## src/rtl/mvu_csr_apb_if.sv

```systemverilog
// CSR write request handshake plus APB write bus between the
// controller CSR path and the MVU configuration slave.
interface mvu_csr_apb_if #(
  parameter int BMVUA  = 3,
  parameter int ADDR_W = BMVUA + 12,
  parameter int DATA_W = 32
);
  logic              req_valid;
  logic              req_ready;
  logic [BMVUA-1:0]  req_mvu_id;
  logic [11:0]       req_csr;
  logic [DATA_W-1:0] req_wdata;
  logic [ADDR_W-1:0] paddr;
  logic              psel;
  logic              penable;
  logic              pwrite;
  logic [DATA_W-1:0] pwdata;
  logic              pready;
  logic              pslverr;

  modport master (
    input  req_valid, req_mvu_id, req_csr, req_wdata,
    input  pready, pslverr,
    output req_ready,
    output paddr, psel, penable, pwrite, pwdata
  );

  modport slave (
    output req_valid, req_mvu_id, req_csr, req_wdata,
    output pready, pslverr,
    input  req_ready,
    input  paddr, psel, penable, pwrite, pwdata
  );
endinterface

```

## src/rtl/mvu_csr_apb_master.sv

```systemverilog
// Buffers MVU CSR write requests in a FIFO and issues each
// one as an APB write, with wait-state and timeout handling.
module mvu_csr_apb_master #(
  parameter int BMVUA      = 3,
  parameter int ADDR_W     = BMVUA + 12,
  parameter int DATA_W     = 32,
  parameter int FIFO_DEPTH = 4,
  parameter int TIMEOUT    = 16
) (
  input  logic          clk,
  input  logic          rst_n,
  mvu_csr_apb_if.master bus,
  output logic          busy,
  output logic          err_pulse,
  output logic          err_timeout,
  output logic [15:0]   wr_count
);

  localparam int PTR_W = (FIFO_DEPTH > 1) ? $clog2(FIFO_DEPTH) : 1;
  localparam int CNT_W = $clog2(FIFO_DEPTH + 1);
  localparam int TO_W  = (TIMEOUT > 0) ? $clog2(TIMEOUT + 1) : 1;

  typedef struct packed {
    logic [BMVUA-1:0]  mvu_id;
    logic [11:0]       csr;
    logic [DATA_W-1:0] wdata;
  } req_t;

  typedef enum logic [1:0] {
    IDLE,
    SETUP,
    ACCESS
  } state_t;

  req_t             mem [FIFO_DEPTH];
  req_t             req_in;
  req_t             head;
  logic [PTR_W-1:0] rd_ptr;
  logic [PTR_W-1:0] wr_ptr;
  logic [CNT_W-1:0] count;
  logic [TO_W-1:0]  to_cnt;
  state_t           state;
  state_t           state_nxt;
  logic             push;
  logic             pop;
  logic             cpl;
  logic             abort;
  logic             load;
  logic             empty;
  logic             last;
  logic             to_hit;
  logic             psel;
  logic             penable;

  assign req_in = '{
    mvu_id: bus.req_mvu_id,
    csr:    bus.req_csr,
    wdata:  bus.req_wdata
  };

  assign empty         = (count == '0);
  assign last          = (count == CNT_W'(1));
  assign bus.req_ready = (count != CNT_W'(FIFO_DEPTH));
  assign push          = bus.req_valid && bus.req_ready;
  assign pop           = cpl || abort;
  assign busy          = !empty || (state != IDLE);

  assign to_hit = (TIMEOUT != 0) &&
                  (to_cnt == TO_W'(TIMEOUT - 1));

  // On a back-to-back pop the next head may be the entry
  // being pushed this very cycle, so bypass it.
  always_comb begin
    head = mem[rd_ptr];
    if (pop) begin
      if (last) head = req_in;
      else      head = mem[rd_ptr + 1'b1];
    end
  end

  always_ff @(posedge clk or negedge rst_n) begin
    if (!rst_n) state <= IDLE;
    else        state <= state_nxt;
  end

  always_comb begin
    state_nxt = state;
    unique case (state)
      IDLE:   if (!empty) state_nxt = SETUP;
      SETUP:  state_nxt = ACCESS;
      ACCESS: begin
        if (abort)
          state_nxt = IDLE;
        else if (cpl)
          state_nxt = (!last || push) ? SETUP : IDLE;
      end
      default: state_nxt = IDLE;
    endcase
  end

  always_comb begin
    psel    = 1'b0;
    penable = 1'b0;
    cpl     = 1'b0;
    abort   = 1'b0;
    unique case (state)
      IDLE:  ;
      SETUP: psel = 1'b1;
      ACCESS: begin
        psel    = 1'b1;
        penable = 1'b1;
        cpl     = bus.pready;
        abort   = !bus.pready && to_hit;
      end
      default: ;
    endcase
  end

  assign load        = (state_nxt == SETUP);
  assign bus.psel    = psel;
  assign bus.penable = penable;
  assign bus.pwrite  = psel;

  always_ff @(posedge clk) begin
    if (push) mem[wr_ptr] <= req_in;
  end

  always_ff @(posedge clk or negedge rst_n) begin
    if (!rst_n) begin
      rd_ptr <= '0;
      wr_ptr <= '0;
      count  <= '0;
    end else begin
      if (push) wr_ptr <= wr_ptr + 1'b1;
      if (pop)  rd_ptr <= rd_ptr + 1'b1;
      unique case ({push, pop})
        2'b10:   count <= count + 1'b1;
        2'b01:   count <= count - 1'b1;
        default: count <= count;
      endcase
    end
  end

  always_ff @(posedge clk or negedge rst_n) begin
    if (!rst_n) begin
      to_cnt <= '0;
    end else if (state == SETUP) begin
      to_cnt <= '0;
    end else if (state == ACCESS && !bus.pready && !to_hit) begin
      to_cnt <= to_cnt + 1'b1;
    end
  end

  always_ff @(posedge clk or negedge rst_n) begin
    if (!rst_n) begin
      bus.paddr  <= '0;
      bus.pwdata <= '0;
    end else if (load) begin
      bus.paddr  <= {head.mvu_id, head.csr};
      bus.pwdata <= head.wdata;
    end
  end

  always_ff @(posedge clk or negedge rst_n) begin
    if (!rst_n) begin
      err_pulse   <= 1'b0;
      err_timeout <= 1'b0;
      wr_count    <= '0;
    end else begin
      err_pulse   <= (cpl && bus.pslverr) || abort;
      err_timeout <= err_timeout || abort;
      if (cpl) wr_count <= wr_count + 16'd1;
    end
  end

endmodule

```

## src/flat_wrapper.sv

```systemverilog
// flat-port wrapper written by rule: the top's interface ports become plain ports
module mvu_csr_apb_master_flat 
#(
  parameter int BMVUA      = 3,
  parameter int ADDR_W     = BMVUA + 12,
  parameter int DATA_W     = 32,
  parameter int FIFO_DEPTH = 4,
  parameter int TIMEOUT    = 16
)
  (clk, rst_n, busy, err_pulse, err_timeout, wr_count, bus_req_valid, bus_req_mvu_id, bus_req_csr, bus_req_wdata, bus_pready, bus_pslverr, bus_req_ready, bus_paddr, bus_psel, bus_penable, bus_pwrite, bus_pwdata);
  mvu_csr_apb_if #(.BMVUA(BMVUA), .ADDR_W(ADDR_W), .DATA_W(DATA_W)) bus_i ();
  input  logic clk;
  input  logic rst_n;
  output logic busy;
  output logic err_pulse;
  output logic err_timeout;
  output logic [15:0] wr_count;
  input wire logic [$bits(bus_i.req_valid)-1:0] bus_req_valid;
  input wire logic [$bits(bus_i.req_mvu_id)-1:0] bus_req_mvu_id;
  input wire logic [$bits(bus_i.req_csr)-1:0] bus_req_csr;
  input wire logic [$bits(bus_i.req_wdata)-1:0] bus_req_wdata;
  input wire logic [$bits(bus_i.pready)-1:0] bus_pready;
  input wire logic [$bits(bus_i.pslverr)-1:0] bus_pslverr;
  output wire logic [$bits(bus_i.req_ready)-1:0] bus_req_ready;
  output wire logic [$bits(bus_i.paddr)-1:0] bus_paddr;
  output wire logic [$bits(bus_i.psel)-1:0] bus_psel;
  output wire logic [$bits(bus_i.penable)-1:0] bus_penable;
  output wire logic [$bits(bus_i.pwrite)-1:0] bus_pwrite;
  output wire logic [$bits(bus_i.pwdata)-1:0] bus_pwdata;
  assign bus_i.req_valid = bus_req_valid;
  assign bus_i.req_mvu_id = bus_req_mvu_id;
  assign bus_i.req_csr = bus_req_csr;
  assign bus_i.req_wdata = bus_req_wdata;
  assign bus_i.pready = bus_pready;
  assign bus_i.pslverr = bus_pslverr;
  assign bus_req_ready = bus_i.req_ready;
  assign bus_paddr = bus_i.paddr;
  assign bus_psel = bus_i.psel;
  assign bus_penable = bus_i.penable;
  assign bus_pwrite = bus_i.pwrite;
  assign bus_pwdata = bus_i.pwdata;
  mvu_csr_apb_master #(.BMVUA(BMVUA), .ADDR_W(ADDR_W), .DATA_W(DATA_W), .FIFO_DEPTH(FIFO_DEPTH), .TIMEOUT(TIMEOUT)) u_core (.clk(clk), .rst_n(rst_n), .bus(bus_i), .busy(busy), .err_pulse(err_pulse), .err_timeout(err_timeout), .wr_count(wr_count));
endmodule
```

## config.mk

```make
export PLATFORM = sky130hd
export DESIGN_NAME = mvu_csr_apb_master_flat
export DESIGN_NICKNAME = d
export VERILOG_FILES = /design/src/rtl/mvu_csr_apb_if.sv /design/src/rtl/mvu_csr_apb_master.sv /design/src/flat_wrapper.sv
export SDC_FILE = /design/constraint.sdc
export NUM_CORES = 1
export LEC_CHECK = 0
export ABC_AREA = 1
export BUFFER_PORTS_ARGS = -buffer_cell sky130_fd_sc_hd__buf_2
export CAP_MARGIN = 20
export CORE_MARGIN = 8
export CORE_UTILIZATION = 60
export CTS_BUF_LIST = sky130_fd_sc_hd__clkbuf_2
export DETAILED_ROUTE_END_ITERATION = 16
export PLACE_DENSITY = 0.82
export SLEW_MARGIN = 20
export SYNTH_ARGS = -nofsm -noshare
export SYNTH_HDL_FRONTEND = slang
export SYNTH_SLANG_ARGS = --single-unit
export TNS_END_PERCENT = 5
```

## constraint.sdc

```tcl
create_clock -name clk -period 3.8 [get_ports clk]
set_input_delay 0.76 -clock clk [delete_from_list [all_inputs] [get_ports clk]]
set_output_delay 0.76 -clock clk [all_outputs]
set_load 0.02 [all_outputs]
```

Word level (Yosys, flattened, before mapping)
Memory sizes are Yosys's and may differ from the RTL's.
Index checks and enable logic that the tools add are counted.
{"block": "totals", "regBits": 79, "ramBits": 188, "input_bits": 52, "output_inout_bits": 70, "memories": 1}
{"name": "u_core.mem", "depth": 4, "width": 47, "rd": 2, "rd_clocked_by_memory_dff": 0, "wr": 1, "line_no": "mvu_csr_apb_master.sv:35", "text": "req_t mem [FIFO_DEPTH];"}
{"block": "op_classes", "addsub": 6, "eq_ne": 8, "n_mux": 16, "n_reduce_logical": 20}
{"op": "$mux W47", "count": 2}
{"op": "$add A16 B1 Y16 const B", "count": 1}
{"op": "$mux W5", "count": 2}
{"op": "$mux W1", "count": 7}
{"op": "$eq A2 B1 Y1 const B", "count": 3}
{"op": "$mux W2", "count": 3}
{"op": "$pmux W2 S3", "count": 1}
{"op": "$pmux W3 S2", "count": 1}
{"op": "$reduce_bool A2 Y1", "count": 3}
{"op": "$add A5 B1 Y5 const B", "count": 1}
{"op": "$eq A5 B4 Y1 const B", "count": 1}
{"op": "$logic_and A1 B1 Y1", "count": 5}
{"op": "$logic_or A1 B1 Y1", "count": 5}
{"op": "$add A2 B1 Y2 const B", "count": 2}
{"op": "$eq A2 B2 Y1 const B", "count": 2}
{"op": "$logic_not A1 Y1", "count": 4}
{"op": "$add A3 B1 Y3 const B", "count": 1}
{"op": "$eq A3 B1 Y1 const B", "count": 1}
{"op": "$logic_not A3 Y1", "count": 1}
{"op": "$ne A3 B3 Y1 const B", "count": 1}
{"op": "$sub A3 B1 Y3 const B", "count": 1}
{"op": "$logic_not A2 Y1", "count": 1}
{"op": "$reduce_or A2 Y1", "count": 1}

Depth between registers and ports, before layout
{"block": "logic_depth", "ltp_word": 8, "ltp_mapped": 15}

Worst setup path before layout
Ideal clock, no wire load.
{"block": "synth_timing", "kind": "register to register", "from": "register u_core.count[0]", "to": "memory u_core.mem[0][0] in the netlist's numbering (enable)", "t_arrival_ns": 2.917, "path_slack_ns": 0.431, "stages_incl_launch_ff": 6, "synth_period_minus_slack_ns": 3.369, "path_cell_list": "dfrtp_1 > inv_1 > ha_1 > nand2_2 > nand2_4 > nor2_1"}
{"block": "synth_via", "elab_chain_cells": 4}
{"element": "start, declared", "line_no": "mvu_csr_apb_master.sv:40", "text": "logic [CNT_W-1:0] count;"}
{"element": "start signal, assigned", "line_no": "mvu_csr_apb_master.sv:137", "text": "2'b10: count <= count + 1'b1;"}
{"element": "start signal, assigned", "line_no": "mvu_csr_apb_master.sv:138", "text": "2'b01: count <= count - 1'b1;"}
{"element": "start signal, assigned", "line_no": "mvu_csr_apb_master.sv:139", "text": "default: count <= count;"}
{"element": "$ne A3 B3 Y1", "line_no": "mvu_csr_apb_master.sv:63", "text": "assign bus.req_ready = (count != CNT_W'(FIFO_DEPTH));"}
{"element": "via bus_req_ready", "line_no": "flat_wrapper.sv:24", "text": "output wire logic [$bits(bus_i.req_ready)-1:0] bus_req_ready;"}
{"element": "$logic_and A1 B1 Y1", "line_no": "mvu_csr_apb_master.sv:64", "text": "assign push = bus.req_valid && bus.req_ready;"}
{"element": "$mux W1", "line_no": "mvu_csr_apb_master.sv:125", "text": "if (push) mem[wr_ptr] <= req_in;"}
{"element": "$mux W1 (implied by the code)", "line_no": "mvu_csr_apb_master.sv:125"}
{"element": "end, declared", "line_no": "mvu_csr_apb_master.sv:35"}
The timed path passes the listed nets, and every way through them passes these cells.

Worst setup path after layout
{"block": "layout_timing", "from": "register u_core.state[0]", "to": "output port bus_penable"}
{"block": "layout_via", "elab_chain_cells": 2}
{"element": "start, declared", "line_no": "mvu_csr_apb_master.sv:42", "text": "state_t state;"}
{"element": "start signal, assigned", "line_no": "mvu_csr_apb_master.sv:83", "text": "else state <= state_nxt;"}
{"element": "$eq A2 B2 Y1", "line_no": "mvu_csr_apb_master.sv:106", "text": "unique case (state)"}
{"element": "$mux W1", "line_no": "mvu_csr_apb_master.sv:106"}
{"element": "end, declared", "line_no": "flat_wrapper.sv:27", "text": "output wire logic [$bits(bus_i.penable)-1:0] bus_penable;"}
Every way passes these cells.

==> impl_metrics.yaml <==
status:
  outcome: "finished, final reports clean"
pwr:
  total_power_mw: 12.3
  powerDensity_mw_per_mm2: 829
  ir_worst_vdd_mv: 0.611
  leakage_nw: 7.10
clock_network:
  cts_resized: 0
  postCtsSetupBuffers: 0
  htree_levels: 3
  hold_buffers: 1
  clock_tree.root_cell: "clkbuf_2"
  cts_tree: "yes"
  cts_buffers: 70
  clock_sinks: 267
  ctsLongestPathBuffers: 3
  clk_latency_ps: 820
  clk_pin_slew_ps: 110
finish:
  layout-drive-gt1-share_pct: 16.9
  syn_to_final_growth_pct: 10.2
  area.sequential_mm2: 0.00763
  postLayoutCoreUtil_pct: 67.5
  fin_nets: 1786
  multi_input_area_mm2: 0.00510
  fill_cells: 1755
  stdcell_count: 2051
placement:
  dp_hpwl_um: 19700
  placed_cells: 1925
  io_buffer_count: 121
  post-place-ws_ps: 1150
  place_congestion: 0.816
worst_setup_path:
  start_kind: "flip-flop"
  path_max_fanout: 7
  cp-end-kind: "primary output"
  cpMaxStageDelayCell: "dfrtp_1"
  cp.arrival_ps: 1940
  slowest_delay_ps: 410
  crit_required_ps: 3040
  path_class: "flip-flop to primary output"
  cp_cell_sequence: "inv_1 > ha_1 > buf_2"
route:
  vias: 11400
  viasPerCell: 5.54
  drc: 0
  drt_wl_total_um: 34200
  wl_per_cell_um: 16.7
  first_iter_violations: 1124
  ant_nets: 0
  first_pass_iters: 6
floorplanning:
  design.die.area_mm2: 0.0274
  die_h_um: 166
  num_rows: 54
  initial_core_util_pct: 61.3
  io_pins: 122
  coreArea_mm2: 0.0219
  die_width_um: 166
sta:
  finalHoldViolCount: 0
  setup_viol: 0
  finalClockSkew_ps: 61.4
  slew_viol_final: 0
  fin_crit_ps: 2700
  tightestPinTransition_ps: 971
  tns_ps: 0
  max_freq_mhz: 370
  max-slew-margin-rel_pct: 35.2
  layout_setup_ws_ps: 1100
  rsz0062_at_grt: "no"
  period_share_pct: 71.1
synthesis:
  synth_seq_cells: 267
  synth_cells: 1590
  syn_area_per_cell_um2: 8.44
  synth_nets: 1658
  yosysWarnings: 0
  synth_seq_area_share_pct: 56.8
  yosysUniqueCellTypes: 31
  syn_area_mm2: 0.0134
global_route:
  grt_pass1_wl_um: 54100
  antenna_found_initial: 6
  overflow: 0
  first_global_vias: 11200
  grt_max_degree: 174
  track_usage_pct: 25.0
min_path:
  hp-class: "input pin to flip-flop"
flow_run:
  cap_violations: 0
-- worst paths after layout --
check                                        to  slack (ps)                 start  cells past startpoint
min reg2reg                u_core.bus.pwdata[9]         480  u_core.bus.pwdata[9]                      2
min in group asynchronous   u_core.bus.paddr[4]         480                 rst_n                      2
max                                 bus_penable        1100       u_core.state[0]                      3
max reg2reg                u_core.bus.paddr[14]        1120      u_core.to_cnt[0]                     14
min                           u_core.mem[1][17]         160     bus_req_wdata[17]                      1
max in group asynchronous      u_core.to_cnt[0]        2450                 rst_n                      3
-- cell families (layout without fill, tap and decap cells) --
family	Yosys count	count (layout)	synth area share, %
XOR/XNOR	19	19	1.24
buffers and inverters	167	345	5.50
AND/OR/NAND/NOR	1027	1027	31.4
other	0	3	0
AO/OA/AOI/OAI	94	94	3.51
flip-flops	267	267	56.8
adder cells (fa/ha/maj)	16	16	1.49
-- sequential cells by signal, summed over array words and instances, names as in the netlist --
name and count:
u_core.mem 188, u_core.bus.pwdata 32, u_core.wr_count 16, u_core.bus.paddr 15, u_core.to_cnt 5, u_core.count 3, u_core.rd_ptr 2, u_core.state 2
u_core.wr_ptr 2, u_core.err_pulse 1, u_core.err_timeout 1
-- Yosys cell counts (all sizes together) --
cell type / n / area, µm²
nand2: 722 / 2720
edfxtp: 188 / 5650
nand3: 172 / 866
nor2: 85 / 329
dfrtp: 79 / 1980
inv: 78 / 293
o21ai: 57 / 285
buf: 54 / 314
or2: 38 / 238
a21oi: 37 / 185
clkbuf: 34 / 128
ha: 16 / 200
xor2: 15 / 131
nand4: 4 / 25.0
xnor2: 4 / 35.0
nor3: 3 / 15.0
nand3b: 2 / 15.0
and2: 1 / 6.26
clkinv: 1 / 3.75
-- metal layers --
layer | routed length [µm] | vias up | GRT usage, %
li1 | - | 5435 | -
met1 | 12800 | 5259 | 29.0
met2 | 17200 | 558 | 42.8
met3 | 3210 | 100 | 5.65
met4 | 949 | 8 | 12.4
met5 | 41 | - | 0
-- critical path: cells and delay by family, from the launching register on --
kind / cells / cell delay [ps]
adders and majority gates: 1 / 370
buffers and inverters: 2 / 390
DFF: 1 / 410
-- where the power goes --
group	switching [mW]	internal (mW)	total, mW
Combinational	4.08	1.82	5.90
Clock	1.14	0.726	1.86
Sequential	0.562	3.93	4.49
-- cells in the final DEF (no fill, tap or decap), types with 4 or more instances in the layout --
master | synthesis | layout
or2_2 | 29 | 29
nor2_4 | 1 | 6
nand4_1 | 4 | 4
nand2_1 | 719 | 718
inv_1 | 74 | 72
clkinv_1 | 1 | 18
a21oi_1 | 37 | 37
dfrtp_1 | 79 | 77
nor2_1 | 83 | 78
edfxtp_1 | 188 | 188
clkbuf_2 | 0 | 105
nand3_1 | 171 | 171
ha_1 | 16 | 16
buf_2 | 35 | 120
xor2_1 | 15 | 15
or2_0 | 8 | 8
xnor2_1 | 4 | 4
o21ai_0 | 56 | 56
buf_4 | 2 | 21
inv_2 | 4 | 5
-- stage by stage --
stage / hold slack (ps) / cell area (µm²)
floorplan: 464 / 13400
global placement: 445 / 14200
detailed placement: 454 / 14200
CTS: 77.8 / 14800
global route: 99.5 / 14800
finish: 162 / 14800
-- cell type report --
class / instances / share of cell area (%)
Clock inverter: 17 / 0.432
Antenna cell: 3 / 0.0508
Multi-Input combinational cell: 1156 / 34.5
Sequential cell: 267 / 51.6
Tap cell: 280 / 2.37
Clock buffer: 105 / 3.55
Timing Repair Buffer: 144 / 5.47
Inverter: 79 / 2.02
Note: power is estimated with default switching activity, not from simulation.
